`src/rtl/norm_pkg.sv`:
```
// Shared definitions for the normalization sequencer: FSM states, chunk
// geometry and width helpers derived from the mantissa width.
package norm_pkg;

  typedef enum logic [1:0] {
    IDLE  = 2'd0,
    SCAN  = 2'd1,
    SHIFT = 2'd2,
    DONE  = 2'd3
  } norm_state_e;

  localparam int unsigned CHUNK_W = 16;

  // Number of 16-bit chunks scanned for a mantissa of width w.
  function automatic int unsigned n_chunks(input int unsigned w);
    return w / CHUNK_W;
  endfunction

  // Width of the left-shift amount for a mantissa of width w.
  function automatic int unsigned shift_w(input int unsigned w);
    return $clog2(w);
  endfunction

  // Width of the chunk index (at least one bit).
  function automatic int unsigned chunk_idx_w(input int unsigned w);
    return (n_chunks(w) > 1) ? $clog2(n_chunks(w)) : 1;
  endfunction

endpackage

```
`src/rtl/LOPD_16bit.sv`:
```
// 16-bit leading-one position detector.
// Native convention: scans from bit 0 upward and reports the index of the
// lowest set bit, i.e. the number of zeros below the first one.
//   bits  : 16-bit input vector
//   pos   : index of the lowest set bit (0 when none)
//   found : at least one bit is set
module LOPD_16bit (
  input  logic [15:0] bits,
  output logic [3:0]  pos,
  output logic        found
);

  // Descending loop so the lowest set bit is the last one written.
  always_comb begin
    pos   = 4'd0;
    found = 1'b0;
    for (int i = 15; i >= 0; i--) begin
      if (bits[i]) begin
        pos   = 4'(i);
        found = 1'b1;
      end
    end
  end

endmodule

```
`src/rtl/norm_scan_seq.sv`:
```
// Multi-cycle mantissa normalizer. One shared 16-bit leading-one detector
// scans the mantissa chunk by chunk from the MSB end, then a dedicated cycle
// barrel-shifts the mantissa so its leading one sits at bit W-1 and the
// exponent is reduced by the shift amount.
//   i_clk, i_rst_n     : clock, async active-low reset
//   i_valid / o_ready  : input handshake (o_ready high only in IDLE)
//   i_mant, i_exp      : unnormalized mantissa and biased exponent
//   o_valid / i_ready  : result handshake (o_valid held until accepted)
//   o_mant, o_exp      : normalized mantissa, adjusted exponent
//   o_shift            : applied left-shift amount
//   o_zero             : input mantissa was all zero
//   o_uflow            : shift exceeded the input exponent
module norm_scan_seq
  import norm_pkg::*;
#(
  parameter int unsigned W     = 48,
  parameter int unsigned EXP_W = 10
) (
  input  logic                  i_clk,
  input  logic                  i_rst_n,
  input  logic                  i_valid,
  output logic                  o_ready,
  input  logic [W-1:0]          i_mant,
  input  logic [EXP_W-1:0]      i_exp,
  output logic                  o_valid,
  input  logic                  i_ready,
  output logic [W-1:0]          o_mant,
  output logic [EXP_W-1:0]      o_exp,
  output logic [shift_w(W)-1:0] o_shift,
  output logic                  o_zero,
  output logic                  o_uflow
);

  localparam int unsigned N_CHUNK = n_chunks(W);
  localparam int unsigned SH_W    = shift_w(W);
  localparam int unsigned J_W     = chunk_idx_w(W);

  norm_state_e          state_q;
  logic [W-1:0]         mant_q;
  logic [EXP_W-1:0]     exp_q;
  logic [J_W-1:0]       j_q;
  logic [SH_W-1:0]      shift_q;

  logic [CHUNK_W-1:0]   chunk;
  logic [CHUNK_W-1:0]   chunk_rev;
  logic [3:0]           lz16;
  logic                 lz_found;
  logic [SH_W-1:0]      scan_shift;
  logic                 last_chunk;

  // Chunk mux: chunk 0 is the top 16 bits of the mantissa.
  always_comb begin
    chunk = '0;
    for (int c = 0; c < int'(N_CHUNK); c++) begin
      if (j_q == J_W'(c)) begin
        chunk = mant_q[W-1-CHUNK_W*c -: CHUNK_W];
      end
    end
  end

  // The detector counts from bit 0; reversing the chunk makes its result the
  // number of zeros above the first one counting down from chunk bit 15.
  always_comb begin
    chunk_rev = '0;
    for (int b = 0; b < int'(CHUNK_W); b++) begin
      chunk_rev[b] = chunk[CHUNK_W-1-b];
    end
  end

  LOPD_16bit u_lopd (
    .bits  (chunk_rev),
    .pos   (lz16),
    .found (lz_found)
  );

  // 16*j + lz16 is a plain concatenation since lz16 < 16.
  assign scan_shift = SH_W'({j_q, lz16});
  assign last_chunk = (j_q == J_W'(N_CHUNK - 1));

  // Sequencer with registered outputs.
  always_ff @(posedge i_clk or negedge i_rst_n) begin
    if (!i_rst_n) begin
      state_q <= IDLE;
      mant_q  <= '0;
      exp_q   <= '0;
      j_q     <= '0;
      shift_q <= '0;
      o_ready <= 1'b1;
      o_valid <= 1'b0;
      o_mant  <= '0;
      o_exp   <= '0;
      o_shift <= '0;
      o_zero  <= 1'b0;
      o_uflow <= 1'b0;
    end else begin
      case (state_q)
        IDLE: begin
          if (i_valid) begin
            mant_q  <= i_mant;
            exp_q   <= i_exp;
            j_q     <= '0;
            o_ready <= 1'b0;
            state_q <= SCAN;
          end
        end

        SCAN: begin
          if (lz_found) begin
            shift_q <= scan_shift;
            state_q <= SHIFT;
          end else if (last_chunk) begin
            // Whole mantissa is zero: report it directly, no shift cycle.
            o_mant  <= '0;
            o_exp   <= '0;
            o_shift <= '0;
            o_zero  <= 1'b1;
            o_uflow <= 1'b0;
            o_valid <= 1'b1;
            state_q <= DONE;
          end else begin
            j_q <= j_q + J_W'(1);
          end
        end

        SHIFT: begin
          o_mant  <= mant_q << shift_q;
          o_exp   <= exp_q - EXP_W'(shift_q);
          o_shift <= shift_q;
          o_zero  <= 1'b0;
          o_uflow <= (EXP_W'(shift_q) > exp_q);
          o_valid <= 1'b1;
          state_q <= DONE;
        end

        DONE: begin
          if (i_ready) begin
            o_valid <= 1'b0;
            o_ready <= 1'b1;
            j_q     <= '0;
            state_q <= IDLE;
          end
        end

        default: begin
          state_q <= IDLE;
          o_ready <= 1'b1;
          o_valid <= 1'b0;
        end
      endcase
    end
  end

endmodule
```
`config.mk`:
```
export PLATFORM = sky130hd
export DESIGN_NAME = norm_scan_seq
export DESIGN_NICKNAME = d
export VERILOG_FILES = /design/src/rtl/norm_pkg.sv /design/src/rtl/LOPD_16bit.sv /design/src/rtl/norm_scan_seq.sv
export SDC_FILE = /design/constraint.sdc
export NUM_CORES = 1
export LEC_CHECK = 0
export CORE_ASPECT_RATIO = 0.8
export CORE_MARGIN = 2
export CORE_UTILIZATION = 45
export DETAILED_ROUTE_END_ITERATION = 8
export GPL_ROUTABILITY_DRIVEN = 0
export PLACE_DENSITY_LB_ADDON = 0.08
export SYNTH_ARGS = -nofsm -noshare
export SYNTH_HDL_FRONTEND = slang
export SYNTH_SLANG_ARGS = --single-unit
```
`constraint.sdc`:
```
create_clock -name i_clk -period 4 [get_ports i_clk]
set_input_delay 0.8 -clock i_clk [delete_from_list [all_inputs] [get_ports i_clk]]
set_output_delay 0.8 -clock i_clk [all_outputs]
set_load 0.1 [all_outputs]
```
### Yosys cells after proc, flatten, opt, wreduce, memory -nomap -nowiden

Index checks and enable logic that the tools add are counted.

* register bits: 136
* output and inout bits: 68

* $add $sub $neg: 2
* $lt $le $gt $ge: 1
* equality and inequality tests: 11
* shift operators: 1
* muxes and demuxes: 64
* reductions and logical operators: 13

Operator list (number)
* 48-bit two-way mux: 2
* 48-bit case mux with 2 select lines: 1
* 4-bit two-way mux: 16
* 16-bit two-way mux: 3
* 48-bit by 6-bit left shift with 48-bit output: 1
* 1-bit two-way mux: 23
* 10-bit two-way mux: 2
* 10-bit case mux with 2 select lines: 1
* 2-bit two-way mux: 7
* 6-bit two-way mux: 2
* 6-bit case mux with 2 select lines: 1
* 6-bit by 10-bit > comparator with 1-bit output: 1
* 2-bit inequality test, second input constant: 5
* 10-bit by 6-bit subtractor with 10-bit output: 1
* 3-bit AND reduction: 3
* 2-bit case mux with 4 select lines: 1
* 2-bit equality test, second input constant: 3
* 1-bit case mux with 2 select lines: 3
* 2-bit case mux with 3 select lines: 1
* 3-bit nonzero test: 2
* 5-bit AND reduction: 1
* 2-bit by 1-bit equality test with 1-bit output, second input constant: 2
* 2-bit zero test: 2
* 2-bit AND reduction: 2
* other kinds (5): 6

### Logic depth before layout (Yosys ltp)

* word-level depth: 22
* gate-level depth with buffers: 13
* mapped depth without buffers: 11

### Hierarchy

Synthesis repeated with hierarchy kept, for this count alone.

* cell total of the unflattened synthesis: 819
* area total of the unflattened synthesis: 8732.1 um2

Modules (own cells, without submodules)
* norm_scan_seq: instances 1, cells each 786, area an instance 8553.2 um2, seq. area each 3404.5 um2
* LOPD_16bit: instances 1, cells each 33, area an instance 178.9 um2, seq. area each 0.0 um2

### Least setup slack after synthesis

Ideal clock, no wire load.

* path kind: register to register
* start point: register shift_q[1]
* end point: register o_exp[8]
* library setup time: 122 ps
* arrival: 2523 ps
* data required time: 3878 ps
* slack: 1356 ps
* cell stages (with the launch flop): 14
* path buffers: 4
* path through: dfrtp_1 > buf_4 > buf_4 > buf_2 > buf_2 > inv_1 > fa_1 > a21o_1 > a21oi_1 > o21bai_1 > nand2_1 > nand3b_1 > xnor2_1 > a22o_1

* cells in the longest elaborated chain, start to end: 2

Ends and longest elaborated chain
* start, declared: line norm_scan_seq.sv:42 `logic [SH_W-1:0] shift_q;`
* start signal, assigned: line norm_scan_seq.sv:109 `shift_q <= scan_shift;`
* 10-bit by 6-bit subtractor with 10-bit output: line norm_scan_seq.sv:127 `o_exp <= exp_q - EXP_W'(shift_q);`
* 10-bit case mux with 2 select lines: line norm_scan_seq.sv:96 `case (state_q)`
* end signal, assigned: line norm_scan_seq.sv:127
* end, declared: line norm_scan_seq.sv:28 `output logic [EXP_W-1:0] o_exp,`

No other way between the ends.
A chain may end at the register's enable or synchronous reset.

### Worst setup path after layout

* start point: register j_q[1]
* end point: register o_shift[3]

* cells in the longest elaborated chain, start to end: 22
* elaborated cells between the ends (all ways): 25
* those cells by class: 4 x eq/ne; 19 x mux; 2 x reduce/logical

Ends and longest elaborated chain
* start, declared: line norm_scan_seq.sv:41 `logic [J_W-1:0] j_q;`
* start signal, assigned: line norm_scan_seq.sv:121 `j_q <= j_q + J_W'(1);`
* 2-bit zero test: line norm_scan_seq.sv:55 `if (j_q == J_W'(c)) begin`
* 16-bit two-way mux (3 in series): line norm_scan_seq.sv:55
* 1-bit two-way mux (16 in series): line LOPD_16bit.sv:18 `if (bits[i]) begin`
* 2-bit inequality test (no source line)
* 3-bit AND reduction (no source line) (*)
* end signal, assigned: line norm_scan_seq.sv:128 `o_shift <= shift_q;`
* end, declared: line norm_scan_seq.sv:29 `output logic [shift_w(W)-1:0] o_shift,`

Mark *: on every way between the ends. The rest lies on a longest branch, timed or not.

==> flow_summary.json <==
{
  "outcome": "complete, no violations",
  "cts_buffers": 17,
  "wire_per_inst_um": 20.7,
  "htree_num_levels": 4,
  "cts_setup_buffers": 0,
  "cts_resized": 0,
  "cp_slowest_cell": "ha_1",
  "finalSetupViolCount": 0,
  "ios": 130,
  "drive_gt1_share_pct": 16.9,
  "area_growth_pct": 24.0,
  "dieArea_sq_um": 20500,
  "avgSynthCellArea_sq_um": 9.86,
  "async_reset_ff_share_pct": 100,
  "path_cells": "inv_1 -> ha_1 -> a21oi_1 -> a21oi_1 -> nor4_4 -> nand4_2 -> a2bb2oi_4 -> buf_4 -> nand2_1 -> o31ai_1",
  "root_buffer": "clkbuf_16",
  "max_freq_ghz": 0.273,
  "yosysSeqAreaShare_pct": 39.0,
  "cpPeakStageDelay_ns": 0.80,
  "die_h_um": 129,
  "synth-edff-count": 0,
  "clk_latency_ns": 0.43,
  "cts_tree": "built",
  "hold_buffers": 0,
  "crit_required_ns": 4.33,
  "grt_pass1_vias": 7294,
  "clockBufferDepth": 2,
  "dpl_cell_area_sq_um": 10200,
  "critPathKind": "flop to flop",
  "dpl.hpwl_um": 19000,
  "vias": 7535,
  "coreArea_sq_um": 19000,
  "synth_ff_type": "dfrtp_1",
  "drv_slew": 0,
  "r2r-start": "j_q[1]",
  "track_usage_pct": 25.9,
  "cp-startpoint": "j_q[1]",
  "die_x_um": 160,
  "drc": 0,
  "synth_top_area_share_pct": 38.7,
  "grt_pass1_wl_um": 41600,
  "synthTopCellsByArea": "dfrtp_1 (39%), mux2_2 (11%), mux2i_1 (6.0%), nand2_1 (5.1%), mux4_2 (4.4%)",
  "antenna_found_initial": 0,
  "skew_ns": 0.0169,
  "worst_setup_path_start_kind": "flop",
  "synth_nets": 962,
  "cp_data_arrival_time_ns": 4.00,
  "ys_ff_latch": 136,
  "fp-row-count": 45,
  "ant_nets": 0,
  "cpMostUsedCell": "a21oi_1",
  "grt_max_degree": 87,
  "hp-class": "primary input to asynchronous set/reset pin",
  "final_nets": 1056,
  "min_period_ns": 3.67,
  "final_hold_viol_count": 0,
  "numClockSinks": 136,
  "synth_top_area_cell": "dfrtp_1",
  "slew_headroom_pct": 31.6,
  "cp_max_fo": 36,
  "drtPass1Iterations": 5,
  "final_cell_area_sq_um": 10800,
  "cp-end-kind": "flop",
  "num_antenna_cells": 0,
  "finalWirelength_um": 25900,
  "rsz0062_at_grt": "no",
  "port_buffers": 129,
  "synth-warning-count": 0,
  "finalSetupTns_ns": 0,
  "syn_area_sq_um": 8730,
  "n_fill_cell": 1712,
  "synthCells": 885,
  "start_util_pct": 46.0,
  "grt_overflow": 0,
  "ff_latch_area_sq_um": 3410,
  "clk_pin_slew_ns": 0.06,
  "maxCapViolCount": 0,
  "tightest_slew_ns": 1.02,
  "period_share_pct": 91.7,
  "multi_input_area_sq_um": 4940,
  "ys_types": 66,
  "drtIter0Drc": 838,
  "via_per_inst": 6.03
}
==> cell usage in the layout, fill, tap and decap left out, types with 4 or more instances in the layout <==
cell type          n
nand3_1           24
o31ai_1           24
nor3_1             7
nor2b_1            7
mux2i_1           52
nand2b_1           6
a221oi_1          17
o21ai_0           25
mux4_2            17
a21oi_1           36
xnor2_1            6
a21o_1             7
clkdlybuf4s50_1  128
o32ai_1            4
nor2_1            55
o21ai_1            7
dfrtp_1          133
nand2_1          118
nand3b_1          17
a211oi_1           9
buf_4             15
inv_1             19
clkbuf_16         17
ha_1              14
mux2_2            85
a22oi_1            4
o221ai_1           4
a2bb2oi_1         14
o211ai_1           5
o22ai_1           31
o41ai_1            5
a22o_1            11
==> registers in the layout, indices dropped and copies added, names as in the netlist, 2 cells and up <==
signal	count
mant_q	48
o_mant	48
exp_q	10
o_exp	10
o_shift	6
shift_q	6
j_q	2
state_q	2
==> final cells by class <==
| cell class | instances | area share, % |
|---|---|---|
| multi-input combinational | 657 | 45.7 |
| timing repair buffer | 146 | 13.4 |
| inverter | 21 | 0.729 |
| sequential | 136 | 31.5 |
| tap | 258 | 2.98 |
| clock buffer | 19 | 4.19 |
| clock inverter | 13 | 1.55 |
==> synth_stat cells (19+ instances only) <==
library cell,number
a21oi_1,36
buf_2,26
clkbuf_1,36
dfrtp_1,135
inv_1,19
mux2_2,85
mux2i_1,52
nand2_1,119
nand3_1,24
nor2_1,55
o21ai_0,25
o22ai_1,32
o31ai_1,24
==> layer usage <==
metal	GRT usage (%)	vias to the layer above	wire length (um)
li1	-	3488	-
met1	37.6	3654	11900
met2	38.5	350	11300
met3	6.25	43	2140
met4	7.70	0	509
met5	0	-	0
==> worst max-delay path: cells and delay by family, from the launching register on <==
family                     cells  cell delay (ns)
AOI/OAI and AO/OA              4             1.36
buffers and inverters          2             0.55
and+or+nand+nor                3             0.44
DFF                            1             0.40
adders and majority gates      1             0.80
==> cells by family after synthesis <==
logic type / after synthesis / synth area share (%)
buffers and inverters: 92 / 4.63
adders and majority gates: 15 / 2.24
xor gates and xnor gates: 6 / 0.602
AOI/OAI and AO/OA: 231 / 18.8
and+or+nand+nor: 251 / 13.4
DFF: 136 / 39.0
muxes: 154 / 21.3
==> worst paths after layout <==
path / end / slack, ns / cells past startpoint
worst max-delay path: o_shift[3] / 0.33 / 10
worst min-delay path: o_mant[20] / 0.42 / 1
worst max register to register: o_shift[3] / 0.33 / 10
worst min register to register: o_mant[30] / 0.46 / 2
max in group asynchronous: mant_q[19] / 2.84 / 2
min in group i_clk: o_mant[30] / 0.46 / 2
==> stage by stage <==
step                      hold slack (ns)  setup slack [ns]  utilization (%)  std cells
after global routing                0.481            0.0476             57.0       1250
after global placement              0.456             0.519             53.7       1218
after floorplan                     0.479              1.36                -        885
after detailed placement            0.457             0.390             53.7       1218
final                               0.416             0.334             57.0       1250
after CTS                           0.450             0.378             57.0       1250
Power is left out: the tool's default activity adds up to more than one toggle a clock period on the data nets, which glitch-free logic cannot reach.
==> RTL edit (config.mk and constraints unchanged) <==
Encoding of `norm_state_e`: now Gray code (2 bits for 4 states).
--- a/src/rtl/norm_pkg.sv
+++ b/src/rtl/norm_pkg.sv
@@ -5,6 +5,6 @@
   typedef enum logic [1:0] {
-    IDLE  = 2'd0,
-    SCAN  = 2'd1,
-    SHIFT = 2'd2,
-    DONE  = 2'd3
+    IDLE  = 2'b00,
+    SCAN  = 2'b01,
+    SHIFT = 2'b11,
+    DONE  = 2'b10
   } norm_state_e;
Check against the original RTL: no difference found for any inputs over 4 cycles, from zero or initial values and one cycle with i_rst_n low; so few cycles prove little.
==> RTL edit against the original RTL <==
Setup slack gained 0.16 ns. Maximum frequency grew 4.4%. Hold slack gained 0.021 ns. Design area grew 3.1%. Critical path type unchanged. Critical path depth is the same. Routed wire length grew 6.4%. Die area grew 2.8%. Synthesized area grew 2.9%. Sequential cell count is the same. Largest cell class unchanged.
Power is left out: the tool's default activity adds up to more than one toggle a clock period on the data nets, which glitch-free logic cannot reach.
==> RTL edit: results (changes against the original RTL) <==
----------------------------------------------------
[Global routing]
  GR met1 Demand/Resource ... 0.420 (was 0.376)
  Global-route wire length before repair ... 42.4 mm (was 41.6 mm)
  Maximum number of pins on one net before global-route repair ... 90 (was 87)
  Total global-route track usage ... 0.266 (was 0.259)
  Met2 Resource Use GR ... 0.376 (was 0.385)
  Via count of the first global-routing pass ... 6998 (was 7294)

[Logic synthesis]
  Share of cell area taken by muxes after synthesis ... 0.274 (was 0.213)
  Xor/xnor cell area share of the yosys netlist ... 0.00488 (was 0.00602)
  Cell count after synthesis ... 865 (was 885)
  Most instantiated cells after synthesis ... 135 x dfrtp_1, 90 x nand2_1, 88 x mux2_2, 66 x mux2i_1, 59 x a21oi_1 (was 135 x dfrtp_1, 119 x nand2_1, 85 x mux2_2, 55 x nor2_1, 52 x mux2i_1)
  Synth Net Count ... 937 (was 962)
  Area contributors post-synth ... dfrtp_1 38%, mux2_2 11%, mux4_2 9.0% (was dfrtp_1 39%, mux2_2 11%, mux2i_1 6.0%)
  Number of different library cells in the post-synthesis netlist ... 68 (was 66)
  Fraction of the yosys area taken by sequential cells ... 0.379 (was 0.390)

[Route]
  Via-per-instance ratio ... 6.13 (was 6.03)
  Starting DRT DRC Count ... 885 (was 838)
  Met3 Wirelength ... 1.97 mm (was 2.14 mm)
  DR vias ... 7624 (was 7535)
  Post-detailed-routing wire length ... 27.5 mm (was 25.9 mm)

[Placed design]
  Worst setup slack after placement ... 0.617 ns (was 0.390 ns)
  Placed wire-length estimate ... 20.0 mm (was 19.0 mm)
  Instance area at placement ... 0.0105 mm² (was 0.0102 mm²)

[Layout]
  Fin nets ... 1038 (was 1056)
  Fraction of layout instances using a drive strength above 1 ... 0.196 (was 0.169)
  Growth of design area from synthesis to finish ... 24.2% (was 24.0%)

[Worst setup path]
  Maximum fanout encountered on the critical timing path ... 39 (was 36)
  Kind of cell with the highest combined delay on the critical path ... simple AND/OR/NAND/NOR gates (was compound AO/OA/AOI/OAI gates)
  FF-to-FF setup slack ... 0.49 ns (was 0.33 ns)

[Status]
  Run status ... completed (unchanged)

[STA]
  Clk_skew ... 0.00784 ns (was 0.0169 ns)
  Smallest hold slack ... 0.438 ns (was 0.416 ns)
  Slew @ Worst Pin ... 0.987 ns (was 1.02 ns)

----------------------------------------------------
==> RTL edit: cell count changes after synthesis, sizes merged, moves of 18 or more <==
cell,change
nand2,-29
mux4,+19
nand3,-18
a21oi,+23
o31ai,-23
==> RTL edit: layout make-up <==
type | count | area share
inverters | 23 | 0.00774
flip-flops and latches | 136 | 0.306
clock inverters | 13 | 0.0174
well taps | 264 | 0.0296
clock buffers | 19 | 0.0406
multi-input cells | 638 | 0.467
repair buffers | 150 | 0.132
==> RTL edit: worst max path at each step <==
stage / startpoint / end / slack (ns) / cells past startpoint
CTS: j_q[1] / o_mant[33] / 0.59 / 10
finish: j_q[1] / o_mant[33] / 0.49 / 10
detailed placement: j_q[0] / o_mant[33] / 0.62 / 10
floorplan: shift_q[1] / o_exp[8] / 1.15 / 11
global route: j_q[1] / o_mant[33] / 0.30 / 10
global placement: j_q[0] / o_mant[33] / 0.68 / 10
